**config.mk**
```make
export PLATFORM = sky130hd
export DESIGN_NAME = clk_div
export DESIGN_NICKNAME = d
export VERILOG_FILES = /design/src/rtl/clk_div.sv
export SDC_FILE = /design/constraint.sdc
export NUM_CORES = 1
export LEC_CHECK = 0
export CORE_MARGIN = 3
export CORE_UTILIZATION = 41
export CTS_BUF_LIST = sky130_fd_sc_hd__clkbuf_4
export DETAILED_ROUTE_END_ITERATION = 12
export GPL_TIMING_DRIVEN = 0
export PLACE_DENSITY_LB_ADDON = 0.1
export SKIP_LAST_GASP = 1
export SYNTH_ARGS = -nofsm -noshare
export SYNTH_HDL_FRONTEND = slang
export SYNTH_SLANG_ARGS = --single-unit
export TNS_END_PERCENT = 5
```
**constraint.sdc**
```tcl
create_clock -name clk -period 1.72 [get_ports clk]
set_input_delay 0.516 -clock clk [delete_from_list [all_inputs] [get_ports clk]]
set_output_delay 0.516 -clock clk [all_outputs]
set_load 0.05 [all_outputs]
```
**src/rtl/clk_div.sv**
```systemverilog
// ============================================================================
//  Module   : clk_div
//  Purpose  : Terminal-count divider producing a one-clk-wide enable strobe
//             every N clk cycles. Defining CLK_DIV_SIM_FAST_EN swaps the
//             ratio to SIM_DIV for short simulations.
//  Revision : 1.0 - initial release
// ============================================================================
`default_nettype none

module clk_div #(
  parameter int DIV_COUNT = 12_500_000,
  parameter int CNT_W     = 24,
  parameter int SIM_DIV   = 4
) (
  input  logic clk,
  input  logic rst,
  output logic clk_en
);

`ifdef CLK_DIV_SIM_FAST_EN
  localparam bit c_fast = 1'b1;
`else
  localparam bit c_fast = 1'b0;
`endif

  localparam int     c_n       = c_fast ? SIM_DIV : DIV_COUNT;
  localparam longint c_n_l     = longint'(c_n);
  localparam longint c_cnt_max = (CNT_W >= 63) ? 64'sh7FFF_FFFF_FFFF_FFFF
                                               : ((64'sd1 <<< CNT_W) - 64'sd1);
  localparam logic [CNT_W-1:0] c_last = CNT_W'(c_n - 1);
  localparam logic [CNT_W-1:0] c_one  = CNT_W'(1);

  // Reject ratios that cannot be represented before anything is built.
  if (c_n < 1) begin : g_bad_ratio
    $error("clk_div: divide ratio %0d must be at least 1", c_n);
  end

  if (c_n_l - 64'sd1 > c_cnt_max) begin : g_bad_width
    $error("clk_div: ratio %0d needs more than CNT_W=%0d counter bits", c_n, CNT_W);
  end

  logic [CNT_W-1:0] r_cnt;
  logic             r_clk_en;
  logic             w_wrap;

  assign w_wrap = (r_cnt == c_last);

  // Compare-and-clear wrap keeps the counter inside 0..N-1 for any CNT_W.
  always_ff @(posedge clk or negedge rst) begin
    if (!rst) begin
      r_cnt    <= '0;
      r_clk_en <= 1'b0;
    end else begin
      if (w_wrap) begin
        r_cnt <= '0;
      end else begin
        r_cnt <= r_cnt + c_one;
      end
      r_clk_en <= w_wrap;
    end
  end

  assign clk_en = r_clk_en;

endmodule

`default_nettype wire

```
==> results of run 1 <==
[metrics by stage]
step            util  power (mW)  TNS, ns
2_1_floorplan      -       0.599   -0.308
3_3_place_gp   0.456       0.613   -10.47
3_5_place_dp   0.456       0.613   -10.47
4_1_cts        0.467       0.876    -3.21
5_1_grt        0.531       0.900    -2.27
6_report       0.531       0.864   -0.935
[layout by cell type (no fill, tap or decap), types with 2 or more instances in the layout]
cell type,n
xor2_1,5
dfrtp_1,22
buf_2,2
or4_4,6
nor2_1,8
dfrtp_2,3
a21oi_1,4
nor4_1,2
o31ai_1,4
or3_1,2
buf_4,12
nand3_1,5
nor3_1,3
a21oi_2,5
xnor2_1,8
o21ai_0,4
or3_4,2
inv_1,2
nand4_1,7
nand2_1,8
clkbuf_4,4
and4_1,2
[state kept, by name, summed over array words and instances, names as in the netlist]
| signal | cells |
|---|---|
| r_cnt | 24 |
| clk_en | 1 |
[metal layers]
layer / part of all wire / GRT usage / routed length, um
met5: 0 / 0 / 0
met4: 0.014 / 0.0949 / 39
met3: 0.018 / 0.0302 / 50
met2: 0.47 / 0.242 / 1280
met1: 0.49 / 0.210 / 1340
[worst min path at each step]
stage / startpoint / endpoint / slack, ns / cells past startpoint
final: r_cnt[22] / r_cnt[22] / 0.52 / 1
after global routing: r_cnt[9] / r_cnt[9] / 0.55 / 1
after CTS: r_cnt[0] / r_cnt[0] / 0.50 / 1
after detailed placement: r_cnt[0] / r_cnt[0] / 0.48 / 1
after global placement: r_cnt[0] / r_cnt[0] / 0.48 / 1
after floorplan: rst / clk_en / 0.22 / 0
[area by class of cell]
class                      instances  share of cell area
buffer                             3              0.0161
clock buffer                       3              0.0153
clock inverter                     1             0.00339
inverter                           2             0.00508
multi-input combinational         87               0.431
sequential                        25               0.426
tap                               31              0.0263
timing repair buffer              15              0.0771
[Yosys cell counts, drive strengths merged]
cell | n | share of area
nor3 | 3 | 0.012
and3 | 1 | 0.0052
and4 | 3 | 0.023
o31ai | 5 | 0.031
xor2 | 5 | 0.036
buf | 2 | 0.010
a21oi | 9 | 0.037
o21ai | 4 | 0.017
nand4 | 7 | 0.036
nor4bb | 1 | 0.0083
nand2 | 9 | 0.028
or3 | 4 | 0.022
inv | 2 | 0.0062
xnor2 | 8 | 0.058
nor2b | 1 | 0.0052
nand2b | 1 | 0.0052
nand3 | 7 | 0.037
clkbuf | 1 | 0.0031
ha | 1 | 0.010
dfrtp | 25 | 0.52
nor4 | 2 | 0.010
nor2 | 9 | 0.028
or4 | 7 | 0.048
[power by group through the flow]
stage | combinational, mW | sequential (mW) | clock (mW)
after detailed placement | 0.0141 | 0.599 | 0
after global placement | 0.0141 | 0.599 | 0
after global routing | 0.0152 | 0.588 | 0.297
after CTS | 0.0141 | 0.588 | 0.274
final | 0.0133 | 0.588 | 0.262
after floorplan | 0.000000152 | 0.599 | 0
[cells by family (layout without fill, tap and decap cells)]
family | Yosys count | after routing
AO/OA/AOI/OAI | 18 | 18
XOR/XNOR | 13 | 13
adder cells (fa/ha/maj) | 1 | 1
buffers and inverters | 5 | 24
flip-flops | 25 | 25
AND/OR/NAND/NOR | 55 | 55
[what timing repair did]
action	in CTS	in global routing
pin swaps	0	10
setup endpoints to repair	18	18
hold buffers	0	0
cloned	0	1
gates resized for setup	4	22
setup buffers	0	12
==> metrics, run 1 <==
total global-route track usage 0.160; leakage power total 0.594 nW; minimum clock period 1.83 ns; MaxCap Viol Count 0; Synth Area in Adders 0.0104; Synth cell types 29; fmax 0.546 GHz; Top delay family on crit path simple AND/OR/NAND/NOR gates; mux cell area share after synthesis 0; pin count of the biggest net entering global routing 26; full die area between 3000 and 4000 sq um; critical path depth 4; final instance area around 1500 sq um; CP max stage cell or4_4; Cell Rows 19; Clock power frac 0.304; Int Pwr about 0.68 mW; main combinational cell family by area after synthesis simple AND/OR/NAND/NOR gates; WS Path Type flip-flop to flip-flop; Worst setup SP type flip-flop; reg2reg setup slack -0.11 ns; root buf cell clkbuf_4; filler-free cell count of the finished design approximately 170; Relative slew margins 0.234; Detailed Route Iter0 Violations 36; RSZ-0062 raised after global routing yes; combinational fraction of design power 0.015; yosys warns 0; failing checks setup timing; Reg area around 630 sq um; Synthesized Nets 120; initial antenna violation count 0; Area Overhead vs Synth 22.8%; Final Hold Slack 0.515 ns; Tightest Pin Transition between 1 and 1.5 ns; CP bufs+invs 0; XOR/XNOR share of the synthesized area 0.0947; crit path launch r_cnt[6]; clock buffer depth 2; Slew Limit Fails 0; Avg WL per Cell between 15 and 20 um; footprint of the multi-input gates ~640 sq um; cells on worst reg2reg path 4; Worst setup EP type flip-flop; DRT Pass-1 Iters 4; post-route ant nets 0; Place WS -0.481 ns; Die Height 60.2 um; number of buffers created by CTS 3; Crit Path Max Fanout 6; Core ar. 2780 sq um; # fillers ~250; net load switching power ~0.19 mW; first-pass GRT wire length 4.29 mm; Critical Path AT 2.09 ns; Worst IR Drop VDD 0.403 mV; num ports 3; later-pin clock latency in the skew report 0.32 ns; Final Cycle Share 1.07; CTS tree built; mapped cell area 1200 sq um; detail-routed via count per cell roughly 5.7; post-synthesis compound-gate area fraction 0.0853; Clock Sinks 25; Reg clk slew, reported paths approximately 0.14 ns; Synth Area per Inst between 10 and 15 sq um; Die Width around 60 um; Final setup viols 14; via count approximately 960; Placed Instances 150; Total Wirelength approximately 2.7 mm; Crit Reg-Reg Startpoint r_cnt[6]; DP Area approximately 1300 sq um; Critical Path Max Stage Delay 0.60 ns; register bit count reported by yosys 25; Switching Share 0.216; gpl congestion around 0.76; hpwl dp 1.66 mm; sequential share of power 0.681; critical path's most frequent cell or4_4; PD cells around 600 nW/um^2; total congestion overflow 0; Post-Synth Simple-Gate Area 0.270; crit path capture r_cnt[17]; Mapped Cells 117; sequential area share after synthesis 0.520; Buffers on Ports 2; H-tree depth 1; CP Cell Sequence nand3_4 -> or4_4 -> or4_4 -> a21oi_2; worst hold path class flip-flop to flip-flop; DRC errors left 0; r2r endpoint r_cnt[17]; vias in the first global route between 900 and 1000; Fin. Hold Viols 0; n_diodes 0; outcome finished with violations; clk_skew 0.0109 ns; layout cells sized above 1 0.324; Starting Density 0.432; PnR worst setup slack -0.112 ns; CP required 1.98 ns; fin nets 140
(Power assumes the default switching activity.)
==> run 2: changes to the inputs <==
Settings changed: CAP_MARGIN set to 20, CTS_BUF_LIST sky130_fd_sc_hd__clkbuf_4 to sky130_fd_sc_hd__clkbuf_16.
==> run 2 against run 1 <==
Net effect: the run still ends with setup timing left; largest power group unchanged; register-to-register slack better by 0.02 ns; critical endpoint is now r_cnt[21]; clock power is 94% higher; core utilization is 2.9 points higher; total power is 29% higher; worst setup slack better by 0.019 ns.
==> metrics, run 2 (same netlist as run 1, synthesis figures left out) <==
Crit Path Max Fanout 6 (unchanged); failing checks setup timing; Starting Density 0.432 (unchanged); Slew Limit Fails 0 (unchanged); num ports 3 (unchanged); full die area 3620 sq um (unchanged); number of buffers created by CTS 3 (unchanged); Critical Path AT 2.00 ns (-0.09 ns); critical path's most frequent cell or4_4; max reg flops 24 (unchanged); clock buffer depth 2 (unchanged); CP required 1.91 ns (-0.07 ns); Reg clk slew, reported paths 0.06 ns (-0.08 ns); Area Overhead vs Synth 29.4%; first-pass GRT wire length 4.20 mm (-2.1%); Final Cycle Share 1.05 (-0.0113); total congestion overflow 0 (unchanged); Place WS -0.489 ns (-0.00805 ns); DRT Pass-1 Iters 4 (unchanged); leakage power total 0.638 nW (+7.4%); most common cell after layout, fill and taps aside dfrtp_1; Core ar. 2780 sq um (unchanged); Die Height 60.2 um (unchanged); DRC errors left 0 (unchanged); vias in the first global route 922 (-0.11%); later-pin clock latency in the skew report 0.26 ns (-0.06 ns); Final Hold Slack 0.503 ns (-0.0120 ns); fmax 0.552 GHz (+1.1%); CTS tree built; fin nets 143 (+2.1%); hpwl dp 1.67 mm (+0.46%); n_diodes 0 (unchanged); Clock Sinks 25 (unchanged); CP bufs+invs 0 (unchanged); Final Util 0.560 (+0.0288); initial antenna violation count 0 (unchanged); DP Area 1280 sq um (+1.2%); H-tree depth 1 (unchanged); total global-route track usage 0.158 (-0.00240); Final setup viols 8 (-6); root buf cell clkbuf_16; final instance area 1560 sq um (+5.4%); detail-routed via count per cell 5.92 (+3.4%); Total Wirelength 2.63 mm (-2.9%); largest reg by FF count r_cnt; via count 1006 (+5.2%); Fin. Hold Viols 0 (unchanged); clk_skew 0.00240 ns (-0.00855 ns); worst hold path class flip-flop to flip-flop; MaxCap Viol Count 0 (unchanged); layout cells sized above 1 0.324 (about the same); Detailed Route Iter0 Violations 36 (unchanged); outcome finished with violations; Relative slew margins 0.599 (+0.365); most frequent cells in the layout dfrtp_1 (23), buf_4 (14), xnor2_1 (8), nor2_1 (8); RSZ-0062 raised after global routing yes; gpl congestion 0.757 (unchanged); PnR worst setup slack -0.0926 ns (+0.0194 ns); Die Width 60.2 um (unchanged); minimum clock period 1.81 ns (-0.0194 ns); WS Path Type flip-flop to flip-flop; pin count of the biggest net entering global routing 15 (-42%); Avg WL per Cell 15.5 um (-4.6%); setup TNS -0.539 ns (+0.396 ns); Buffers on Ports 2 (unchanged); PD cells 715 nW/um^2 (+22%); Worst setup EP type flip-flop; Critical Path Max Stage Delay 0.60 ns (about the same); post-route ant nets 0 (unchanged); Cell Rows 19 (unchanged); CP max stage cell or4_4; Tightest Pin Transition 0.599 ns (-0.546 ns); Top delay family on crit path simple AND/OR/NAND/NOR gates; Worst IR Drop VDD 0.565 mV (+40%); Worst setup SP type flip-flop; CP Cell Sequence nand2_2 -> or4_4 -> or4_4 -> a21oi_2
run 2: power by group:
| part | switching, mW | internal [mW] | total (mW) | leakage, nW |
|---|---|---|---|---|
| Sequential | 0 | 0.588 | 0.588 | 0.334 |
| Clock | 0.198 | 0.311 | 0.508 | 0.0423 |
| Combinational | 0.0119 | 0.00510 | 0.0170 | 0.261 |
| Total | 0.210 | 0.904 | 1.11 | 0.638 |
run 2: final cells by class:
cell class,instances,area [sq um]
Inverter,2,7.51
Fill cell,242,1220
Sequential cell,25,628
Clock buffer,3,75.1
Timing Repair Buffer,18,144
Multi-Input combinational cell,87,636
Tap cell,31,38.8
Buffer,3,23.8
Clock inverter,1,3.75
run 2: repair_timing:
action / 4_1_cts / 5_1_grt
setup buffers: 6 / 8
hold buffers: 0 / 0
gates resized for setup: 7 / 18
setup endpoints to repair: 18 / 17
hold endpoints to repair: 0 / 0
gates cloned: 0 / 1
pin swaps: 0 / 9
run 2: stage by stage:
stage / total power, mW / cells
4_1_cts: 1.13 / 161
2_1_floorplan: 0.599 / 117
3_5_place_dp: 0.617 / 151
6_report: 1.11 / 170
3_3_place_gp: 0.613 / 150
5_1_grt: 1.15 / 170
run 2: path summary, 6_finish.rpt:
| kind | end | depth (start not counted) | slack (ns) | start |
|---|---|---|---|---|
| worst max-delay path | r_cnt[21] | 4 | -0.09 | r_cnt[1] |
| worst min-delay path | r_cnt[0] | 1 | 0.50 | r_cnt[0] |
| worst max register to register | r_cnt[21] | 4 | -0.09 | r_cnt[1] |
| worst min register to register | r_cnt[0] | 1 | 0.50 | r_cnt[0] |
| max in group asynchronous | r_cnt[5] | 2 | 0.57 | rst |
| min in group asynchronous | r_cnt[21] | 1 | 0.63 | rst |
run 2: routing by layer:
layer	vias up	part of all wire	global-route usage
li1	478	-	-
met1	501	0.45	0.202
met2	20	0.48	0.258
met3	7	0.040	0.0259
met4	0	0.022	0.0728
met5	-	0	0
run 2: worst register-to-register path: cells and delay by family (launching register included):
| kind | cells | cell delay, ns |
|---|---|---|
| AOI/OAI and AO/OA | 1 | 0.14 |
| DFF | 1 | 0.42 |
| and+or+nand+nor | 3 | 1.19 |
